==> config.mk <==
export PLATFORM = sky130hd
export DESIGN_NAME = instr_fetch_flat
export DESIGN_NICKNAME = d
export VERILOG_FILES = /design/src/rtl/instr_fetch_if.sv /design/src/rtl/instr_fetch.sv /design/src/flat_wrapper.sv
export SDC_FILE = /design/constraint.sdc
export NUM_CORES = 1
export LEC_CHECK = 0
export CELL_PAD_IN_SITES_DETAIL_PLACEMENT = 1
export CELL_PAD_IN_SITES_GLOBAL_PLACEMENT = 1
export CORE_ASPECT_RATIO = 1.2
export CORE_UTILIZATION = 41
export CTS_CLUSTER_DIAMETER = 150
export CTS_CLUSTER_SIZE = 24
export DETAILED_ROUTE_END_ITERATION = 6
export PLACE_DENSITY = 0.85
export SLEW_MARGIN = 20
export SYNTH_ARGS = -nofsm -noshare
export SYNTH_HDL_FRONTEND = slang
export SYNTH_SLANG_ARGS = --single-unit
==> constraint.sdc <==
create_clock -name clk -period 6.8 [get_ports clk]
set_clock_uncertainty 0.15 [all_clocks]
set_input_delay 1.36 -clock clk [delete_from_list [all_inputs] [get_ports clk]]
set_output_delay 1.36 -clock clk [all_outputs]
set_load 0.02 [all_outputs]
==> src/rtl/instr_fetch_if.sv <==
// Instruction-memory bus between the IF stage (master) and instruction memory (slave).
// One request outstanding at a time; bits are numbered [0:31] with bit 0 the MSB.
interface instr_fetch_if;
  logic        IMemReq;
  logic [0:31] IMemAddr;
  logic        IMemAck;
  logic [0:31] IMemData;

  modport master (output IMemReq, IMemAddr, input  IMemAck, IMemData);
  modport slave  (input  IMemReq, IMemAddr, output IMemAck, IMemData);
endinterface

==> src/rtl/instr_fetch.sv <==
// DLX IF stage: PC, single-outstanding imem handshake, stall/redirect handling, IF/ID register.
// Optional IFETCH_PERF_EN adds saturating FetchCount / StallCycles counters.
module instr_fetch #(
  parameter logic [0:31] RESET_PC  = 32'h00000000,
  parameter logic [0:31] NOP_INSTR = 32'h00000015
) (
  input  logic               clk,
  input  logic               reset,
  input  logic               Stall,
  input  logic               Redirect,
  input  logic [0:31]        RedirectPC,
  instr_fetch_if.master      imem,
  output logic [0:31]        IFID_Instr,
  output logic [0:31]        IFID_PCPlus4,
  output logic               IFID_Valid,
  output logic [0:5]         OpCode,
  output logic [0:5]         Function
`ifdef IFETCH_PERF_EN
  ,
  output logic [0:31]        FetchCount,
  output logic [0:31]        StallCycles
`endif
);

  localparam logic [1:0] S_REQ   = 2'd0;
  localparam logic [1:0] S_HOLD  = 2'd1;
  localparam logic [1:0] S_DRAIN = 2'd2;

  logic [1:0]  state, state_nx;
  logic [0:31] pc, pc_nx, pend, pend_nx, buf_q, buf_nx, bufpc4, bufpc4_nx;
  logic [0:31] instr_nx, pc4_nx;
  logic        vld_nx, fetch_load;
  logic [0:31] rpc, pc_plus4;

  assign rpc      = {RedirectPC[0:29], 2'b00};
  assign pc_plus4 = pc + 32'd4;

  assign imem.IMemReq  = (state == S_REQ) || (state == S_DRAIN);
  assign imem.IMemAddr = pc;
  assign OpCode        = IFID_Instr[0:5];
  assign Function      = IFID_Instr[26:31];

  always_comb begin
    state_nx   = state;
    pc_nx      = pc;
    pend_nx    = pend;
    buf_nx     = buf_q;
    bufpc4_nx  = bufpc4;
    instr_nx   = IFID_Instr;
    pc4_nx     = IFID_PCPlus4;
    vld_nx     = IFID_Valid;
    fetch_load = 1'b0;
    case (state)
      S_REQ: begin
        if (Redirect) begin
          instr_nx = NOP_INSTR; pc4_nx = '0; vld_nx = 1'b0;
          if (imem.IMemAck) pc_nx = rpc;
          else begin
            pend_nx  = rpc;
            state_nx = S_DRAIN;
          end
        end else if (imem.IMemAck) begin
          pc_nx = pc_plus4;
          if (Stall) begin
            buf_nx    = imem.IMemData;
            bufpc4_nx = pc_plus4;
            state_nx  = S_HOLD;
          end else begin
            instr_nx = imem.IMemData; pc4_nx = pc_plus4; vld_nx = 1'b1;
            fetch_load = 1'b1;
          end
        end else if (!Stall) begin
          instr_nx = NOP_INSTR; pc4_nx = '0; vld_nx = 1'b0;
        end
      end
      S_HOLD: begin
        // Ack is ignored here: no request is outstanding.
        if (Redirect) begin
          pc_nx    = rpc;
          instr_nx = NOP_INSTR; pc4_nx = '0; vld_nx = 1'b0;
          state_nx = S_REQ;
        end else if (!Stall) begin
          instr_nx = buf_q; pc4_nx = bufpc4; vld_nx = 1'b1;
          fetch_load = 1'b1;
          state_nx   = S_REQ;
        end
      end
      S_DRAIN: begin
        instr_nx = NOP_INSTR; pc4_nx = '0; vld_nx = 1'b0;
        if (imem.IMemAck) begin
          pc_nx    = Redirect ? rpc : pend;
          state_nx = S_REQ;
        end else if (Redirect) begin
          pend_nx = rpc;
        end
      end
      default: state_nx = S_REQ;
    endcase
  end

  always_ff @(posedge clk) begin
    if (reset) begin
      state        <= S_REQ;
      pc           <= RESET_PC;
      pend         <= '0;
      buf_q        <= '0;
      bufpc4       <= '0;
      IFID_Instr   <= NOP_INSTR;
      IFID_PCPlus4 <= '0;
      IFID_Valid   <= 1'b0;
    end else begin
      state        <= state_nx;
      pc           <= pc_nx;
      pend         <= pend_nx;
      buf_q        <= buf_nx;
      bufpc4       <= bufpc4_nx;
      IFID_Instr   <= instr_nx;
      IFID_PCPlus4 <= pc4_nx;
      IFID_Valid   <= vld_nx;
    end
  end

`ifdef IFETCH_PERF_EN
  always_ff @(posedge clk) begin
    if (reset) begin
      FetchCount  <= '0;
      StallCycles <= '0;
    end else begin
      if (fetch_load && (FetchCount != '1)) FetchCount <= FetchCount + 32'd1;
      if ((!IFID_Valid || Stall) && (StallCycles != '1)) StallCycles <= StallCycles + 32'd1;
    end
  end
`endif

endmodule

==> src/flat_wrapper.sv <==
// flat-port wrapper written by rule: the top's interface ports become plain ports
module instr_fetch_flat 
#(
  parameter logic [0:31] RESET_PC  = 32'h00000000,
  parameter logic [0:31] NOP_INSTR = 32'h00000015
)
  (clk, reset, Stall, Redirect, RedirectPC, IFID_Instr, IFID_PCPlus4, IFID_Valid, OpCode, Function, imem_IMemReq, imem_IMemAddr, imem_IMemAck, imem_IMemData);
  instr_fetch_if imem_i ();
  input  logic clk;
  input  logic reset;
  input  logic Stall;
  input  logic Redirect;
  input  logic [0:31] RedirectPC;
  output logic [0:31] IFID_Instr;
  output logic [0:31] IFID_PCPlus4;
  output logic IFID_Valid;
  output logic [0:5] OpCode;
  output logic [0:5] Function;
  output wire logic [$bits(imem_i.IMemReq)-1:0] imem_IMemReq;
  output wire logic [$bits(imem_i.IMemAddr)-1:0] imem_IMemAddr;
  input wire logic [$bits(imem_i.IMemAck)-1:0] imem_IMemAck;
  input wire logic [$bits(imem_i.IMemData)-1:0] imem_IMemData;
  assign imem_IMemReq = imem_i.IMemReq;
  assign imem_IMemAddr = imem_i.IMemAddr;
  assign imem_i.IMemAck = imem_IMemAck;
  assign imem_i.IMemData = imem_IMemData;
  instr_fetch #(.RESET_PC(RESET_PC), .NOP_INSTR(NOP_INSTR)) u_core (.clk(clk), .reset(reset), .Stall(Stall), .Redirect(Redirect), .RedirectPC(RedirectPC), .imem(imem_i), .IFID_Instr(IFID_Instr), .IFID_PCPlus4(IFID_PCPlus4), .IFID_Valid(IFID_Valid), .OpCode(OpCode), .Function(Function));
endmodule
# == Word-level counts from Yosys, hierarchy flattened ==
# Cells that the tools add are included.
# totals
mem_bits_rw,0
mem_bits_ro,0
in_bits,69
out_inout_bits,110
n_memories,0
reg_bits,195
latchBits,0
word_cells,73
# op_classes
n_shift,0
order_cmp,0
mux,39
n_addsub,1
n_eq_ne,14
reduce_logical,10
mul,0
div,0
n_bitwise,1
# ops
operator,n
32-bit two-way mux,21
32-bit case mux with 3 select lines,3
32-bit case mux with 2 select lines,1
"32-bit by 3-bit adder with 32-bit output, second input constant",1
"3-bit != test, second input constant",5
2-bit two-way mux,7
"2-bit != test, second input constant",6
4-bit AND reduction,3
2-bit case mux with 3 select lines,1
1-bit two-way mux,5
5-bit AND reduction,1
"4-bit != test, second input constant",1
1-bit case mux with 3 select lines,1
3-bit AND reduction,1
3-bit nonzero test,1
"2-bit by 1-bit == test with 1-bit output, second input constant",1
"2-bit == test, second input constant",1
2-bit logical NOT,1
2-bit AND reduction,1
2-bit nonzero test,1
1-bit logical OR,1
1-bit NOT,1

# == Depth between registers and ports, before layout ==
# Gate-level depths: netlist (run 1).
# depth
depth_word,5
ltp_mapped,10
mapped_depth_nobuf,7

# == Least setup slack after synthesis (run 1) ==
# OpenSTA, ideal clock, no wires.
# synth_path
path_type,input-to-reg
start,input port imem_IMemAck
end,register u_core.pc (netlist bit u_core.imem.IMemAddr[22])
path_buffers,3
arrival_ns,2.672
stages,8
required_ns,6.522
setup_slack_ns,3.850
setup_ns,0.128
cell_sequence,clkbuf_1 > o21bai_1 > and3_1 > clkbuf_1 > clkbuf_1 > o21ai_0 > a2bb2oi_1 > nor2_1
# synth_via
elab_chain_cells,2
word_cells_on_any_way,3
cone_classes,eq/ne (2); reduce/logical (1)
# synth_rtl
element,line_no,rtl
from (decl),flat_wrapper.sv:21,input wire logic [$bits(imem_i.IMemAck)-1:0] imem_IMemAck;
2-bit != test (no source line),n/a,
4-bit AND reduction (no source line) (*),n/a,
to (signal assigned),instr_fetch.sv:113,pc <= pc_nx;
to (decl),instr_fetch.sv:30,"logic [0:31] pc, pc_nx, pend, pend_nx, buf_q, buf_nx, bufpc4, bufpc4_nx;"
# Mark *: on every way between the ends. The rest lies on a longest branch, timed or not.
# A chain may end at the register's enable or synchronous reset.

# == Final worst setup path (run 1) ==
# layout_path
start,input port Redirect
end,register u_core.bufpc4[10] (netlist name)
# layout_via
elab_chain_cells,2
# layout_rtl
element,line_no,rtl
from (decl),flat_wrapper.sv:12,input logic Redirect;
1-bit NOT (no source line),n/a,
4-bit AND reduction (no source line),n/a,
to (signal assigned),instr_fetch.sv:116,bufpc4 <= bufpc4_nx;
to (decl),instr_fetch.sv:30,
# No other way between the ends.

==> results.md, run 1 <==
* Share of cells above drive strength 1 at 6.34%
* Critical path launch point type: primary input
* Max VDD drop at 179 uV
* Via-to-Cell Ratio at 5.96
* Slew HR at 26.4%
* Post-synthesis compound-gate area fraction at 22.9%
* Seq/Total Area, Yosys at 41.4%
* Total Wirelength at 30.9 mm
* Synthesis-to-layout area growth at 25.2%
* Max-slew violations at 0
* Cells after Synth at 1208
* Final worst-path cycle share at 62.0%
* Post-DRT Antenna Nets at 0
* Net count, final at 1371
* Row count at 60
* Synth Area in Simple Gates at 26.1%
* DR WL/cell at 19.5 um
* Yosys warns at 0
* Power Dens Cells at 261 nW/um^2
* Vias in the first global route at 9171
* Status: finished clean
* CP Depth at 6
* DP HPWL at 20.7 mm
* Yosys cell types at 74
* Worst-path clk slew at 0.08 ns
* Starting Density at 41.9%
* Max-cap violation count at 0
* RSZ-0062 raised after global routing: false
* Die Ht at 168 um
* Met3 Wirelength at 1.39 mm
* DRT Pass-1 Iters at 5
* Syn Area/Cell at 7.81 um^2
* Gr usage total at 26.0%
* Critical Path Sink Type: register
* Ys flop type: dfxtp_1
* Top Metal Used: met4
* Cell Count, Final, Fillers Out at 1589
* First-pass GRT wire length at 48.8 mm
* Yosys top cell area share at 41.4%
* EDFF count, synth at 0
* Largest family of logic cells by synthesized area: simple AND/OR/NAND/NOR gates
* Setup TNS at 0 ns
* Starting DRT DRC Count at 602
* Crit-path max cell delay at 0.80 ns
* # IOs at 179
* Final number of hold-violating endpoints at 0
* Post-cts gate resize count at 0
* Fraction of registers with async set/reset at 0%
* Metal-1 WL at 13.6 mm
* IO buf count at 176
* Skew-Pair Late Insertion Delay at 0.45 ns
* Leading area contributor after synthesis: dfxtp_1
* Tightest Pin Transition at 1.10 ns
* Largest net degree at the start of global routing at 127
* Syn_nets at 1282
* XOR/XNOR Fraction of Synth Area at 1.49%
* CP max stage cell: clkdlybuf4s50_1
* # hold bufs at CTS at 0
* Clock Path Buffers at 2
* Mux contribution to synthesized area at 1.22%
* Adder-cell share of the synthesized area at 0.663%
* GPL Wtd Cong at 0.860
* Total CTS buffers at 17
* Residual DRC at 0
* Placed Cells incl. Taps at 1557
* Synth area leaders: dfxtp_1, nand2_1, a21oi_1, nor2_1, nor3_1
* Post-Syn Area at 9430 um^2
* Top Family by Delay on Critical Path: simple AND/OR/NAND/NOR gates
* Hold Path Class: reg -> reg
* CP arrival at 4.41 ns
* Global route total overflow at 0
* # diodes at 0
* Worst endpoint required time at 6.99 ns
* Die Wd at 140 um
* Critical path class: in -> reg
* CTS tree: yes
* Commonest non-fill, non-tap cell in the layout: dfxtp_1
* Initial antenna violation count at 0
* CTS Sinks at 195
* CP cell instances: clkdlybuf4s50_1 -> nor2b_1 -> and3_2 -> buf_4 -> nor2_1 -> a211oi_1
* WHS Path Cells at 2
* Die area at 23600 um^2
* Root buf cell: clkbuf_16
* Max FO, Critical Path at 37
* Achievable Freq at 237 MHz
* Core Area at 22500 um^2
* Detailed-route via count at 9474
* Synthesis-stage register bit count at 195
* Buffers plus inverters on the worst setup path at 2
* H-tree levels at 4
* Leakage at 4.14 nW
* Number of setup violations in the final report at 0
* Commonest non-fill, non-tap cells in the layout: dfxtp_1, nand2_1, clkdlybuf4s50_1
* Met2 wire len at 15.1 mm
* Share of the core filled with cells at 52.4%
* Period minus WS final at 4.22 ns
* Worst-case reg-to-reg path depth at 7
* Postcts setup bufs at 0
## flip-flops by register name (all words and copies together) (netlist names)
signal	flops
u_core.bufpc4	32
u_core.state	2
u_core.pend	32
u_core.IFID_Instr	32
u_core.buf_q	32
u_core.IFID_PCPlus4	32
u_core.IFID_Valid	1
u_core.imem.IMemAddr	32
## area by class of cell
cell class	instances	area, um^2
fillers	2702	10700
repair buffers	193	1890
flip-flops and latches	195	3900
clock inverters	15	226
multi-input cells	878	4960
inverters	12	45.0
clock buffers	17	425
well taps	279	349
## path summary, 6_finish.rpt
| path | start | end | slack [ns] |
|---|---|---|---|
| setup / recovery | Redirect | u_core.bufpc4[10]$_SDFFE_PP0P_ | 2.58 |
| hold / removal | u_core.buf_q[8]$_SDFFE_PP0P_ | u_core.buf_q[8]$_SDFFE_PP0P_ | 0.31 |
| setup reg to reg | u_core.state[1]$_SDFFE_PP0P_ | u_core.IFID_PCPlus4[24]$_SDFFE_PP0P_ | 3.32 |
| hold reg to reg | u_core.buf_q[8]$_SDFFE_PP0P_ | u_core.buf_q[8]$_SDFFE_PP0P_ | 0.31 |
## routing by layer
layer / global-route usage [%] / up-vias
met5: 0 / -
met4: 9.22 / 0
met3: 3.70 / 55
met2: 43.8 / 268
met1: 33.8 / 4658
li1: - / 4493
## through the flow
step                      hold WS, ns  power, mW  cell area, um^2  worst slack [ns]
final                           0.306       3.09            11800              2.58
after global placement          0.291       1.99            11100              2.16
after floorplan                 0.283       1.73             9430              3.85
after global routing            0.331       3.21            11800              2.42
after detailed placement        0.297       2.01            11100              2.09
after CTS                       0.309       3.10            11800              2.54
## synthesized netlist by cell type, types with 8 or more instances
master,number
nand3_1,27
a211oi_1,36
dfxtp_1,195
nor3_1,87
nand4_1,10
a21o_1,9
a22o_1,8
nand2_1,181
inv_1,12
nor2_1,147
and3_1,10
buf_4,14
a22oi_1,18
o21ai_0,25
nor4_1,14
clkbuf_1,88
xnor2_1,11
buf_2,12
a221oi_1,47
a21oi_1,120
## worst register-to-register path: stages (launching register included)
cell      delay (ns)
dfxtp_1         0.42
inv_1           0.12
ha_1            0.79
nand2_1         0.26
nor2_4          0.89
buf_4           0.43
a221oi_1        0.15
nor3_1          0.21
## where the power goes
part,switching [mW],total (mW),internal (mW)
Sequential,0.0944,1.31,1.22
Clock,0.567,1.09,0.524
Combinational,0.400,0.679,0.280
Total,1.06,3.09,2.02
## logic make-up after synthesis
| logic type | Yosys count |
|---|---|
| compound gates | 320 |
| xor+xnor | 16 |
| fa+ha+maj | 5 |
| buf+inv | 135 |
| flops | 195 |
| mux | 11 |
| simple gates | 526 |
Note: power is estimated with default switching activity, not from simulation.
==> run 2: changes to the inputs <==
- CORE_UTILIZATION: 41 -> 35
- PLACE_DENSITY: 0.85 -> 0.77
- clock period: 6.8 -> 3.5 ns (I/O delays scaled with it)
==> results.md, run 2 (same netlist as run 1, synthesis figures left out) <==
* IO buf count at 176 (unchanged)
* Postcts setup bufs at 0 (unchanged)
* Critical path class: reg -> out
* Starting DRT DRC Count at 580 (-3.7%)
* CP arrival at 2.15 ns (-2.26 ns)
* Post-cts gate resize count at 0 (unchanged)
* CP max stage cell: clkdlybuf4s50_1
* Max VDD drop at 306 uV (+70%)
* Max-cap violation count at 0 (unchanged)
* Max FO, Critical Path at 7 (-81%)
* DRT Pass-1 Iters at 5 (unchanged)
* Total CTS buffers at 17 (unchanged)
* Clock Path Buffers at 2 (unchanged)
* Period minus WS final at 3.00 ns
* GPL Wtd Cong at 0.864 (+0.43%)
* Commonest non-fill, non-tap cell in the layout: dfxtp_1
* CTS Sinks at 195 (unchanged)
* Via-to-Cell Ratio at 5.66 (-5.1%)
* Pre-CTS WS at 0.403 ns (-1.69 ns)
* Core Area at 26400 um^2 (+17%)
* Met3 usage at 2.84% (-0.86 points)
* Starting Density at 35.8% (-6.1 points)
* Cell Count, Final, Fillers Out at 1662 (+4.6%)
* Worst-path clk slew at 0.08 ns (about the same)
* RSZ-0062 raised after global routing: false
* Achievable Freq at 333 MHz
* Fin area at 12000 um^2 (+1.9%)
* Global route total overflow at 0 (unchanged)
* Slew HR at 41.3% (+15 points)
* Synthesis-to-layout area growth at 27.5%
* Met2 Track Usage GR at 37.9% (-5.8 points)
* First-pass GRT wire length at 50.6 mm (+3.6%)
* Number of setup violations in the final report at 0 (unchanged)
* DP Area at 11400 um^2 (+2.3%)
* Critical path launch point type: register
* # IOs at 179 (unchanged)
* Setup ws final at 0.496 ns (-2.09 ns)
* Worst endpoint required time at 2.65 ns (-4.34 ns)
* Row count at 65 (+8.3%)
* CP cell instances: inv_1 -> ha_1 -> or2_2 -> clkdlybuf4s50_1
* Gr usage total at 22.6% (-3.4 points)
* Power Dens Cells at 498 nW/um^2 (+91%)
* Post-DRT Antenna Nets at 0 (unchanged)
* Die Ht at 182 um (+8.1%)
* Vias in the first global route at 9319 (+1.6%)
* Total Wirelength at 31.5 mm (+1.7%)
* Crit-path max cell delay at 0.55 ns (-0.25 ns)
* Fill cell count at 3195 (+18%)
* Skew-Pair Late Insertion Delay at 0.45 ns (about the same)
* Setup TNS at 0 ns (unchanged)
* Tightest Pin Transition at 0.873 ns (-0.228 ns)
* # hold bufs at CTS at 0 (unchanged)
* DR WL/cell at 18.9 um (-2.8%)
* Most crowded layer after global routing: met2
* Net count, final at 1388 (+1.2%)
* Leakage at 4.23 nW (+2.2%)
* Grt met1 use at 30.0% (-3.8 points)
* Hold Path Class: reg -> reg
* Max-slew violations at 0 (unchanged)
* Detailed-route via count at 9404 (-0.74%)
* Final worst-path cycle share at 85.8%
* Share of the core filled with cells at 45.6% (-6.8 points)
* DP HPWL at 21.6 mm (+4.5%)
* Placed Cells incl. Taps at 1630 (+4.7%)
* H-tree levels at 4 (unchanged)
* Commonest non-fill, non-tap cells in the layout: dfxtp_1, nand2_1, clkdlybuf4s50_1
* Die area at 27600 um^2 (+17%)
* # diodes at 0 (unchanged)
* Status: finished clean
* Die Wd at 152 um (+8.1%)
* CTS tree: yes
* Share of cells above drive strength 1 at 7.39% (+1.0 points)
* Critical Path Sink Type: primary output
* Largest net degree at the start of global routing at 83 (-35%)
* Root buf cell: clkbuf_16
* Residual DRC at 0 (unchanged)
* Initial antenna violation count at 0 (unchanged)
* Final number of hold-violating endpoints at 0 (unchanged)
run 2: worst max-delay path: cells and delay by family (launching register included):
kind,cells,cell delay [ns]
fa+ha+maj,1,0.29
simple gates,1,0.36
flops,1,0.42
buf+inv,2,0.64
run 2: layout make-up:
cell class	count	area, um^2	area share, %
repair buffers	210	2080	17.3
flip-flops and latches	195	3900	32.5
inverters	12	45.0	0.375
clock inverters	12	159	1.32
clock buffers	20	457	3.80
well taps	335	419	3.49
multi-input cells	878	4960	41.2
run 2: metrics by stage:
stage                     hold WS [ns]  total power [mW]
after detailed placement         0.297              3.96
after floorplan                  0.283              3.36
after global placement           0.291              3.92
after CTS                        0.308              6.04
after global routing             0.329              6.26
final                            0.307              5.99
run 2: worst paths after layout:
| kind | start | to | slack [ns] | cells past startpoint |
|---|---|---|---|---|
| worst max-delay path | u_core.state[0]$_SDFFE_PP0P_ | imem_IMemReq | 0.50 | 4 |
| worst min-delay path | u_core.buf_q[9]$_SDFFE_PP0P_ | u_core.buf_q[9]$_SDFFE_PP0P_ | 0.31 | 2 |
| worst max register to register | u_core.state[1]$_SDFFE_PP0P_ | u_core.imem.IMemAddr[24]$_SDFFE_PP0P_ | 0.79 | 8 |
| worst min register to register | u_core.buf_q[9]$_SDFFE_PP0P_ | u_core.buf_q[9]$_SDFFE_PP0P_ | 0.31 | 2 |
run 2: routing by layer:
metal,share of wire [%],routed length [um]
met1,46,14300
met2,48,15200
met3,4.3,1350
met4,1.8,575
met5,0,0
run 2: power by group:
| part | switching (mW) | total [mW] | leakage, nW | internal [mW] |
|---|---|---|---|---|
| combinational | 0.793 | 1.37 | 2.34 | 0.574 |
| clock | 0.955 | 2.08 | 0.301 | 1.13 |
| sequential | 0.174 | 2.55 | 1.59 | 2.37 |
| total | 1.92 | 5.99 | 4.23 | 4.07 |
